`config.mk`:
```
export PLATFORM = sky130hd
export DESIGN_NAME = reg_display_scanner
export DESIGN_NICKNAME = d
export VERILOG_FILES = /design/src/rtl/reg_display_scanner.sv
export SDC_FILE = /design/constraint.sdc
export NUM_CORES = 1
export LEC_CHECK = 0
export CORE_ASPECT_RATIO = 1.5
export CORE_UTILIZATION = 47
export DETAILED_ROUTE_END_ITERATION = 7
export PLACE_DENSITY = 0.89
export REMOVE_ABC_BUFFERS = 1
export SYNTH_ARGS = -nofsm -noshare
export SYNTH_HDL_FRONTEND = slang
export SYNTH_SLANG_ARGS = --single-unit
```
`constraint.sdc`:
```
create_clock -name clk -period 4.15 [get_ports clk]
set_input_delay 0.83 -clock clk [delete_from_list [all_inputs] [get_ports clk]]
set_output_delay 0.83 -clock clk [all_outputs]
set_load 0.005 [all_outputs]
```
`src/rtl/reg_display_scanner.sv`:
```
// Register-bank hex display scanner: manual select or timed auto-scan, with freeze.
// Optional build macro SEG_LEADING_ZERO_BLANK_EN blanks leading zero digits.
module reg_display_scanner #(
    parameter int N_REGS      = 8,
    parameter int REG_W       = 16,
    parameter int HOLD_CYCLES = 50_000_000,
    parameter int SEL_W       = $clog2(N_REGS),
    parameter int DIGITS      = REG_W / 4
) (
    input  logic                    clk,
    input  logic                    rst_n,
    input  logic [N_REGS*REG_W-1:0] regs_flat,
    input  logic [SEL_W-1:0]        sel,
    input  logic                    auto_en,
    input  logic                    step,
    input  logic                    freeze,
    output logic [SEL_W-1:0]        cur_idx,
    output logic [7*DIGITS-1:0]     displ
);

    localparam int CNT_W = $clog2(HOLD_CYCLES);
    localparam logic [CNT_W-1:0] CNT_LAST = CNT_W'(HOLD_CYCLES - 1);

    logic [SEL_W-1:0]    idx_r, idx_s, idx_inc_s;
    logic [CNT_W-1:0]    cnt_r, cnt_s;
    logic                auto_q_r, auto_q_s;
    logic [7*DIGITS-1:0] displ_r, displ_s;
    logic [REG_W-1:0]    val_s;
    logic                blank_s;

    function automatic logic [6:0] seg7(input logic [3:0] nib);
        logic [6:0] s;
        case (nib)
            4'h0: s = 7'h40;
            4'h1: s = 7'h79;
            4'h2: s = 7'h24;
            4'h3: s = 7'h30;
            4'h4: s = 7'h19;
            4'h5: s = 7'h12;
            4'h6: s = 7'h02;
            4'h7: s = 7'h78;
            4'h8: s = 7'h00;
            4'h9: s = 7'h10;
            4'hA: s = 7'h08;
            4'hB: s = 7'h03;
            4'hC: s = 7'h46;
            4'hD: s = 7'h21;
            4'hE: s = 7'h06;
            4'hF: s = 7'h0E;
            default: s = 7'h7F;
        endcase
        return s;
    endfunction

    // Walk digits from the top so a run of leading zeros can be tracked
    function automatic logic [7*DIGITS-1:0] seg_word(input logic [REG_W-1:0] v, input logic blank);
        logic [7*DIGITS-1:0] w;
        logic [3:0]          nib;
        logic                lead;
        w    = '0;
        lead = 1'b1;
        for (int k = DIGITS - 1; k >= 0; k--) begin
            nib = v[4*k +: 4];
`ifdef SEG_LEADING_ZERO_BLANK_EN
            lead = lead && (nib == 4'h0) && (k != 0);
`else
            lead = 1'b0;
`endif
            w[7*k +: 7] = (blank || lead) ? 7'h7F : seg7(nib);
        end
        return w;
    endfunction

    // Register select for the display value, blanking out-of-range indices
    always_comb begin
        val_s   = '0;
        blank_s = (int'(idx_r) >= N_REGS);
        for (int i = 0; i < N_REGS; i++) begin
            val_s = (idx_r == SEL_W'(i)) ? regs_flat[i*REG_W +: REG_W] : val_s;
        end
    end

    // Next index, dwell counter and edge detector; an auto_en rise seen while frozen stays pending
    always_comb begin
        idx_inc_s = (int'(idx_r) >= N_REGS - 1) ? '0 : idx_r + SEL_W'(1);
        idx_s     = idx_r;
        cnt_s     = cnt_r;
        auto_q_s  = auto_q_r;
        displ_s   = displ_r;
        if (!freeze) begin
            auto_q_s = auto_en;
            displ_s  = seg_word(val_s, blank_s);
            if (!(auto_en && auto_q_r)) begin
                idx_s = sel;
                cnt_s = '0;
            end else if (step || (cnt_r == CNT_LAST)) begin
                idx_s = idx_inc_s;
                cnt_s = '0;
            end else begin
                cnt_s = cnt_r + CNT_W'(1);
            end
        end else begin
            idx_s    = idx_r;
            cnt_s    = cnt_r;
            auto_q_s = auto_q_r;
            displ_s  = displ_r;
        end
    end

    // State registers; reset overrides freeze
    always_ff @(posedge clk) begin
        if (!rst_n) begin
            idx_r    <= '0;
            cnt_r    <= '0;
            auto_q_r <= 1'b0;
            displ_r  <= seg_word('0, 1'b0);
        end else begin
            idx_r    <= idx_s;
            cnt_r    <= cnt_s;
            auto_q_r <= auto_q_s;
            displ_r  <= displ_s;
        end
    end

    // Outputs come straight from registers
    always_comb begin
        cur_idx = idx_r;
        displ   = displ_r;
    end

endmodule

```
Word level (Yosys, flattened, before mapping):

Memory sizes are Yosys's and may differ from the RTL's. A register that Yosys moved wholly into a read port is not among the register bits.
Cells that the tools add are included.

* output and inout port bits: 31
* memories: 4
* bits of input ports: 136
* register bits: 30
* ROM bits: 448
* logic and storage cells: 45

Memory list
* (no name shown): depth 16, bits a word 7, rd ports 1, clocked after Yosys merged registers in 1, wr ports 0, RTL line 33 `case (nib)`
* (no name shown): depth 16, bits a word 7, rd ports 1, clocked after Yosys merged registers in 1, wr ports 0, RTL line 33
* (no name shown): depth 16, bits a word 7, rd ports 1, clocked after Yosys merged registers in 1, wr ports 0, RTL line 33
* (no name shown): depth 16, bits a word 7, rd ports 1, clocked after Yosys merged registers in 1, wr ports 0, RTL line 33

* reductions and logical operators: 12
* multiplexer cells: 13
* add/sub/neg operators: 2
* bitwise logic cells: 1
* $lt $le $gt $ge: 1
* eq/ne operators: 9

Operators with widths (number)
* 16-bit two-way mux: 8
* 26-bit two-way mux: 2
* 26-bit by 1-bit adder with 26-bit output (second input constant): 1
* 26-bit == test (second input constant): 1
* 3-bit == test (second input constant): 4
* 3-bit two-way mux: 3
* 1-bit zero test: 8
* 3-bit by 2-bit == test with 1-bit output (second input constant): 2
* 3-bit by 1-bit adder with 3-bit output (second input constant): 1
* 3-bit by 1-bit == test with 1-bit output (second input constant): 1
* 3-bit >= comparator (second input constant): 1
* 3-bit zero test: 1
* 2-bit by 1-bit != test with 1-bit output (second input constant): 1
* 2-bit AND reduction: 1
* 1-bit logical AND: 1
* 1-bit logical OR: 1
* 1-bit inverter: 1

Depth between registers and ports, before layout:

* word-level depth: 9
* depth in mapped cells: 18
* depth with buffers taken out: 12

Worst setup path after synthesis:

OpenSTA, ideal clock, no wires.

* path kind: register -> register
* start: reg idx_r[2], in the netlist cur_idx[2]
* end: reg displ_r[0], in the netlist displ[0]
* data required time: 4.014 ns
* stages on the path, launching flop included: 18
* buffers on the path: 6
* period minus slack after synthesis: 3.496 ns
* setup slack: 0.654 ns
* setup time: 0.136 ns
* arrival time: 3.361 ns
* cells stage by stage: dfxtp_1 > buf_2 > inv_1 > buf_2 > buf_2 > ha_1 > buf_6 > or2_1 > buf_6 > buf_6 > a221oi_1 > o22ai_1 > a21oi_1 > inv_1 > ha_1 > a21boi_1 > a2111oi_0 > a211oi_1

* cells in the longest elaborated chain, start to end: 9
* elaborated cells on any way between the ends: 16
* classes of those cells: 7 x eq/ne; 8 x mux; 1 x reduce/logical

Ends and longest elaborated chain
* start: declaration: RTL line 24 `logic [SEL_W-1:0] idx_r, idx_s, idx_inc_s;`
* start signal: assignment: RTL line 118 `idx_r <= idx_s;`
* 3-bit zero test: RTL line 79 `val_s = (idx_r == SEL_W'(i)) ? regs_flat[i*REG_W +: REG_W] : val_s;`
* 16-bit two-way mux (7 in series): RTL line 79
* 16-bit two-way mux *: RTL line 79
* end: declaration: RTL line 27 `logic [7*DIGITS-1:0] displ_r, displ_s;`

Mark *: on every way between the ends. The rest lies on a longest branch, timed or not.
A chain may end at the register's enable or synchronous reset.

Worst setup path after layout:

* start: reg idx_r[0], in the netlist cur_idx[0]
* end: reg displ_r[26], in the netlist displ[26]

Same word-level chain as after synthesis.

==> results.yml <==
run_status:
  outcome: "complete, no violations"
yosys:
  syn_area_sq_mm: 0.00494
  synth.avg_cell_area_sq_um: 7.49
  ys_async_sr_fraction: 0
  synth_ff_type: "dfxtp_1"
  yosysSeqAreaShare: 0.235
  synthDistinctLibCells: 74
  synth_edf_count: 0
  ys_ff_latch: 58
  synthCells: 659
  yosysWarnings: 0
drt:
  first_pass_iters: 5
  wirelength_mm: 17.6
  dr_wl_met3_mm: 1.05
  drcViolationCount: 0
  vias: 5555
  wire_per_inst_um: 18.5
  wl_met2_mm: 9.07
  met1_length_mm: 6.63
  drt_iter0_drc: 368
  routed.top_layer: "met4"
  ant_nets: 0
  vias_per_cell: 5.83
die:
  fp.dieH_um: 128
  dieArea_sq_mm: 0.0109
  die_x_um: 85.7
  core_area_sq_mm: 0.0102
  std_cell_rows: 45
  io_pins: 167
  start_util: 0.484
clock_network:
  insertion_delay_ns: 0.33
  clock_path_buffers: 2
  cts.sinks: 58
  htree_levels: 3
  numCtsBuffers: 9
  clkTransAtPathRegs_ns: 0.05
  root_buffer: "clkbuf_16"
  cts_tree: "yes"
  post_cts_buffers: 0
  cts-resized-gates: 0
  ctsHoldBuffers: 0
critical_path:
  arrival_ns: 3.61
  worstSetupStartpointType: "register"
  path_cells: "ha_1 -> ha_1 -> buf_4 -> or2_1 -> a221oi_1 -> o22ai_1 -> a21oi_2 -> ha_1 -> or3b_2 -> a21oi_1 -> o221a_2"
  rr_startpoint: "cur_idx[0]$_SDFFE_PN0P_"
  crit_fanout: 18
  critPathMostFrequentCell: "ha_1"
  critPathCaptureType: "register"
  r2r_slack_ns: 0.82
  slowest_delay_ns: 0.47
  worstPathRequired_ns: 4.43
  r2r-end: "displ[26]$_SDFFE_PN0N_"
  crit_type: "register to register"
  ff2ff_path_depth: 11
  crit_slowest_cell: "or3b_2"
global_routing:
  grt_max_degree: 36
  grt_pass1_vias: 5601
  antenna_found_initial: 0
  grt_pass1_wl_mm: 26.9
  overflow: 0
  track_usage: 0.315
timing:
  fmax_mhz: 300
  fin_crit_sh: 0.803
  rsz0062_at_grt: "false"
  slew_viol_final: 0
  setup_viol: 0
  setup_ws_ns: 0.817
  hold_ws_ns: 0.509
  period_minus_slack_ns: 3.33
  finalHoldViolations: 0
  tightest_slew_ns: 0.713
  finalClockSkew_ns: 0.00407
  tns_ns: 0
  maxSlewHeadroom: 0.523
min_path:
  hp-class: "register to register"
  min_to: "displ[10]$_SDFFE_PN0N_"
  whs_path_depth: 2
  hold_start: "displ[10]$_SDFFE_PN0N_"
power:
  p_leak_nw: 2.75
  clkPwrFrac: 0.348
  ir_worst_vdd_v: 0.000342
  combinationalPowerShare: 0.381
  intPower_w: 0.00156
  p_sw_w: 0.000772
  power_density_mw_per_mm2: 335
  power.share.sequential: 0.272
  switching_share: 0.331
placement:
  gp_congestion: 0.926
  dp_slack_ns: 0.736
  portBuffers: 166
  place_inst: 937
  dp_hpwl_mm: 13.1
finish:
  area_growth_pct: 41.1
  final_cells: 953
  antenna_cells: 0
  postLayoutCoreUtil: 0.683
  fin_nets: 974
  fill_cells: 808
  drive_gt1_frac: 0.0776
job:
  max-cap-violations: 0
==> critical path: cells and delay by family (launching register included) <==
kind	cells	cell delay [ns]
AO/OA/AOI/OAI	5	1.15
adder cells (fa/ha/maj)	3	0.78
AND/OR/NAND/NOR	2	0.78
flip-flops	1	0.36
buffers and inverters	1	0.20
==> logic make-up (layout without fill, tap and decap cells) <==
logic type	Yosys count	in the layout	share of synthesized area
adder cells (fa/ha/maj)	31	31	0.0786
buffers and inverters	87	240	0.0862
XOR/XNOR	25	25	0.0443
AND/OR/NAND/NOR	242	242	0.245
flip-flops	58	58	0.235
multiplexers	14	14	0.0302
AO/OA/AOI/OAI	202	202	0.281
==> worst max path at each step <==
stage	from	end	slack (ns)	depth (start not counted)
5_1_grt	cur_idx[0]$_SDFFE_PN0P_	displ[0]$_SDFFE_PN0N_	0.53	12
3_5_place_dp	regs_flat[28]	displ[26]$_SDFFE_PN0N_	0.74	9
6_report	cur_idx[0]$_SDFFE_PN0P_	displ[26]$_SDFFE_PN0N_	0.82	11
2_1_floorplan	cur_idx[2]$_SDFFE_PN0P_	displ[0]$_SDFFE_PN0N_	0.68	11
3_3_place_gp	regs_flat[28]	displ[26]$_SDFFE_PN0N_	0.79	9
4_1_cts	cur_idx[0]$_SDFFE_PN0P_	displ[0]$_SDFFE_PN0N_	0.85	12
==> routing by layer <==
metal	vias to the layer above	GRT usage
met2	226	0.592
met4	0	0.182
met1	2616	0.321
li1	2656	-
met5	-	0
met3	57	0.0562
==> metrics by stage <==
step / power (W) / instance area, sq um
final: 0.00234 / 6970
after global routing: 0.00244 / 6970
after CTS: 0.00234 / 6970
after detailed placement: 0.00152 / 6640
after global placement: 0.00150 / 6640
after floorplan: 0.00113 / 4670
==> sequential cells by signal, indices dropped and copies added, names as in the netlist <==
register	count
cnt_r	26
displ	28
cur_idx	3
auto_q_r	1
==> final cells by class <==
cell class | instances | area, sq um | share of cell area
Sequential cell | 58 | 1160 | 0.167
Inverter | 43 | 161 | 0.0232
Tap cell | 141 | 176 | 0.0253
Timing Repair Buffer | 181 | 1790 | 0.257
Clock inverter | 7 | 101 | 0.0145
Multi-Input combinational cell | 514 | 3350 | 0.481
Clock buffer | 9 | 225 | 0.0323
==> power groups by stage <==
stage          combinational, W  clock (W)  sequential, W
3_5_place_dp           0.000872          0       0.000645
3_3_place_gp           0.000859          0       0.000644
5_1_grt                0.000960   0.000841       0.000637
6_report               0.000889   0.000812       0.000635
4_1_cts                0.000881   0.000821       0.000634
2_1_floorplan          0.000488          0       0.000639
==> cells in the mapped netlist, types with 8 or more instances <==
cell	count	area share
a211oi_1	14	0.021
a21o_1	10	0.015
a21oi_1	58	0.059
a221oi_1	8	0.014
a31oi_1	9	0.011
and3_1	9	0.011
buf_2	13	0.013
buf_4	8	0.012
clkbuf_1	14	0.011
dfxtp_1	58	0.24
ha_1	31	0.079
inv_1	42	0.032
mux2i_1	10	0.020
nand2_1	69	0.052
nand3_1	14	0.014
nand3b_1	16	0.024
nor2_1	66	0.050
nor3_1	9	0.0091
o21ai_0	38	0.039
o22ai_1	11	0.014
or3_1	15	0.019
xnor2_1	10	0.018
xor2_1	15	0.027
==> cell usage in the layout (no fill, tap or decap), types with 10 or more instances in the layout <==
| cell | Yosys | layout |
|---|---|---|
| nand3b_1 | 16 | 16 |
| o21ai_0 | 38 | 38 |
| xnor2_1 | 10 | 10 |
| a211oi_1 | 14 | 14 |
| o22ai_1 | 11 | 11 |
| nor2_1 | 66 | 66 |
| nand2_1 | 69 | 69 |
| clkdlybuf4s50_1 | 0 | 166 |
| buf_4 | 8 | 14 |
| nand3_1 | 14 | 14 |
| inv_1 | 42 | 42 |
| or3_1 | 15 | 15 |
| ha_1 | 31 | 30 |
| a21o_1 | 10 | 10 |
| dfxtp_1 | 58 | 58 |
| mux2i_1 | 10 | 10 |
| a21oi_1 | 58 | 58 |
| xor2_1 | 15 | 15 |
Note: power is estimated with default switching activity, not from simulation.
==> variant 1: new RTL, same flow settings <==
The parameter `HOLD_CYCLES` goes from 50_000_000 to 100_000_000.
--- a/src/rtl/reg_display_scanner.sv
+++ b/src/rtl/reg_display_scanner.sv
@@ -4,5 +4,5 @@
     parameter int N_REGS      = 8,
     parameter int REG_W       = 16,
-    parameter int HOLD_CYCLES = 50_000_000,
+    parameter int HOLD_CYCLES = 100_000_000,
     parameter int SEL_W       = $clog2(N_REGS),
     parameter int DIGITS      = REG_W / 4
Check against the original RTL: same outputs for any inputs over 10 cycles, from zero or initial values and one cycle with rst_n low; that may be too few to reach the edited logic, so the function may still have changed.
==> variant 1 against the original RTL <==
Worst setup slack got worse by 99 ps. Synthesized area decreased by 0.15%. Sequential cell count up 1. Die area fell by 0.15%. Non-clock buffer count rose by 1. Largest power group unchanged. Utilization hardly changed. Cell area fell by 0.52%. Total power is 2.0% higher. Critical endpoint is now displ[19]. Routed wire length decreased by 0.97%. Clock skew rose by 0.87 ps.
==> variant 1: results (changes against the original RTL) <==
| Metric | Value |
|---|---|
| Nets | 975 (+0.10%) |
| Post-synthesis xor/xnor area fraction | 0.0444 (+0.0000675) |
| Final period util | 0.827 (+0.0238) |
| CP max stage cell | or2_1 |
| Post-DP Area | 6590 um^2 (-0.70%) |
| Via count | 5695 (+2.5%) |
| Placement Setup Slack | 762 ps (+26.1 ps) |
| Post-synthesis adder-cell area fraction | 0.0787 (+0.000120) |
| Multiplexer area fraction after synthesis | 0.0327 (+0.00258) |
| Largest cells by area after synthesis | dfxtp_1 24%, ha_1 7.9%, nand2_1 6.2% |
| Gpl congestion | 0.973 (+5.1%) |
| Placed insts | 914 (-2.5%) |
| Drt first-iter violations | 376 (+2.2%) |
| R2R depth | 12 (+1) |
| All-Layer GR Usage | 0.316 (+0.000896) |
| P_leak | 0.00272 uW (-1.1%) |
| Outcome | completed |
| Sequential power | 637 uW (about the same) |
| Mean Syn Cell Area | 7.40 um^2 (-1.2%) |
| Post-synthesis cell type count | 64 (-14%) |
| Comb pwr | 906 uW (+2%) |
| Critical Path Sink | displ[19] |
| Largest net degree at the start of global routing | 38 (+5.6%) |
| Post-DR wirelength/cell | 18.7 um (+1.5%) |
| Post-DP HPWL | 12500 um (-4.7%) |
| FF-to-FF End | displ[19] |
| Worst Hold Path EP | displ[4] |
| Post-synth top cells | 81 x nand2_1, 60 x a21oi_1, 59 x dfxtp_1, 59 x nor2_1, 46 x inv_1 |
| Reg-to-reg slack, setup | 720 ps (-100 ps) |
| Psw | 776 uW (+0.49%) |
| Worst-margin pin slew | 963 ps (+250 ps) |
| Post-synthesis compound-gate area fraction | 0.279 (-0.00236) |
| WL final | 17400 um (-0.97%) |
| Max VDD drop | 0.296 mV (-13%) |
| Vias in the first global route | 5552 (-0.87%) |
| WP data arrival | 3630 ps (+20 ps) |
| Largest family of logic cells by synthesized area | compound AO/OA/AOI/OAI gates |
| PwrDens | 344 nW/um^2 (+2.6%) |
| Clk_skew | 4.93 ps (+0.866 ps) |
| Slowest stage delay, CP | 500 ps (+30 ps) |
| Hold path start | displ[4] |
| First-pass GRT wire length | 27100 um (+1.0%) |
| Hold WS | 484 ps (-25.3 ps) |
| Layout cells sized above 1 | 0.0738 (-0.00379) |
## variant 1: cell count changes in the layout (fill, tap and decap cells not counted), sizes merged, moves of 5 or more
cell    change
a21o        -6
or2         -5
and3        -7
o221ai      -5
o21ai       +6
nand2      +11
a211oi     -11
a21oi       +7
nand3       +5
nor2        -7
## variant 1: cell type report
type,instances,area [um^2]
multi-input combinational,510,3300
fill,805,3210
timing repair buffer,182,1790
sequential,59,1180
clock buffer,11,253
inverter,46,173
tap,117,146
clock inverter,5,83.8
## variant 1: routing by layer
metal | wire length [um] | global-route usage | vias up
met3 | 1550 | 0.0665 | 61
met4 | 884 | 0.205 | 0
met5 | 0 | 0 | -
met2 | 8720 | 0.569 | 325
met1 | 6260 | 0.327 | 2662
li1 | - | - | 2647
==> variant 2: new RTL, same settings <==
Without the edit above. Make the reset (`rst_n`) asynchronous in one clocked block.
--- a/src/rtl/reg_display_scanner.sv
+++ b/src/rtl/reg_display_scanner.sv
@@ -109,5 +109,5 @@
 
     // State registers; reset overrides freeze
-    always_ff @(posedge clk) begin
+    always_ff @(posedge clk or negedge rst_n) begin
         if (!rst_n) begin
             idx_r    <= '0;
Formal check against the unedited RTL: differs if rst_n is asserted again (counterexample within 4 cycles, from zero or initial values and one cycle with rst_n low); with rst_n held inactive, the same outputs for 10 cycles.
==> variant 2 against the original RTL <==
Synthesized area increased by 2.2%. Count of clock-buffer cells in the layout increased by 5. Highest routed layer unchanged. Sequential cell count unchanged. Routed wire length decreased by 4.5%. Global-route usage decreased by 0.58 points. Clock skew decreased by 0.67 ps. Synthesized cell count decreased by 5.2%. Worst setup slack got worse by 370 ps. Cell area increased by 1.6%. Total power increased by 42%.
==> variant 2: results (changes against the original RTL) <==
| Metric | Value |
|---|---|
| Outcome | completed |
| Largest cells by area after synthesis | dfrtp_1 27%, ha_1 7.7%, a21oi_1 7.5% |
| WP data arrival | 3910 ps (+300 ps) |
| Filler Cell Count | 866 (+7.2%) |
| Placement Setup Slack | 595 ps (-141 ps) |
| Vias in the first global route | 5736 (+2.4%) |
| Post-synthesis adder-cell area fraction | 0.0769 (-0.00168) |
| Critical Path Fanout Max | 45 (+27) |
| Post-synthesis sequential area ratio | 0.289 (+0.0535) |
| Most common flop cell mapped by yosys | dfrtp_1 |
| First-pass DRT Iterations | 7 (+2) |
| Drt first-iter violations | 395 (+7.3%) |
| Clk_skew | 3.40 ps (-0.667 ps) |
| Layout cells sized above 1 | 0.0858 (+0.00820) |
| Post-synth ARST share | 1.00 (+1.00) |
| Sw Share | 0.381 (+0.0504) |
| Clock Latency Late Sink | 330 ps (about the same) |
| All-Layer GR Usage | 0.309 (-0.00582) |
| Post-synthesis xor/xnor area fraction | 0.0313 (-0.0131) |
| Worst-margin pin slew | 924 ps (+211 ps) |
| N_diodes | 0 (unchanged) |
| P_leak | 0.00297 uW (+8.0%) |
| First-pass GRT wire length | 26800 um (-0.15%) |
| WL final | 16800 um (-4.5%) |
| Largest net degree at the start of global routing | 47 (+31%) |
| Post-synth top cells | 76 x a21oi_1, 59 x nand2_1, 56 x inv_1 |
| Max VDD drop | 0.284 mV (-17%) |
| Port Buffers | 166 (unchanged) |
| CTS Buffer Depth | 2 (unchanged) |
| Post-synthesis cell type count | 61 (-18%) |
| Post-cts resize count | 0 (unchanged) |
| Multiplexer area fraction after synthesis | 0.0486 (+0.0185) |
| Post-DP HPWL | 12300 um (-6.1%) |
| Gpl congestion | 0.943 (+1.9%) |
| Nets | 943 (-3.2%) |
variant 2: cell count changes after synthesis, sizes merged, moves of 7 or more:
cell    delta
dfxtp     -58
dfrtp     +54
nor2      -25
a21oi     +22
a211oi    -14
inv       +13
nand2     -11
mux2       +8
xor2       -8
a21o       -7
variant 2: final timing paths:
check | from | to | slack [ps] | cells after the start
worst min-delay path | displ[20] | displ[20] | 460 | 2
worst max-delay path | cur_idx[1] | displ[5] | 450 | 10
worst min register to register | displ[20] | displ[20] | 460 | 2
max in group asynchronous | rst_n | displ[6] | 2630 | 2
worst max register to register | cur_idx[1] | displ[5] | 450 | 10
min in group asynchronous | rst_n | displ[22] | 630 | 1
variant 2: per-stage QoR:
step                      instance area (um^2)  instances
after global placement                    6780        909
final                                     7080        925
after global routing                      7080        925
after detailed placement                  6780        909
after floorplan                           4820        583
after CTS                                 7080        925
variant 2: power groups by stage:
stage	clock network [uW]	registers (uW)	logic, uW
floorplan	0	793	999
global placement	0	790	1660
detailed placement	0	799	1730
CTS	759	791	1740
global route	782	804	1930
finish	753	791	1760
variant 2: worst max-delay path: stages, from the launching register on:
cell and delay [ps]:
dfrtp_1 420, inv_1 120, ha_2 730, and2_1 580, a21oi_1 160, a21oi_1 410
inv_1 180, ha_1 290, mux2_2 290, o2bb2ai_1 120, mux2_2 270
variant 2: per-layer routing:
metal	routed length, um	global-route usage
met2	8270	0.544
met1	6170	0.335
met5	0	0
met3	1460	0.0603
met4	887	0.202
variant 2: final cells by class:
class / count / area, um^2 / share of cell area
multi-input combinational: 467 / 3150 / 0.445
timing repair buffer: 182 / 1780 / 0.251
clock inverter: 2 / 35.0 / 0.00495
sequential: 58 / 1460 / 0.206
tap: 144 / 180 / 0.0255
clock buffer: 14 / 264 / 0.0373
inverter: 58 / 218 / 0.0308
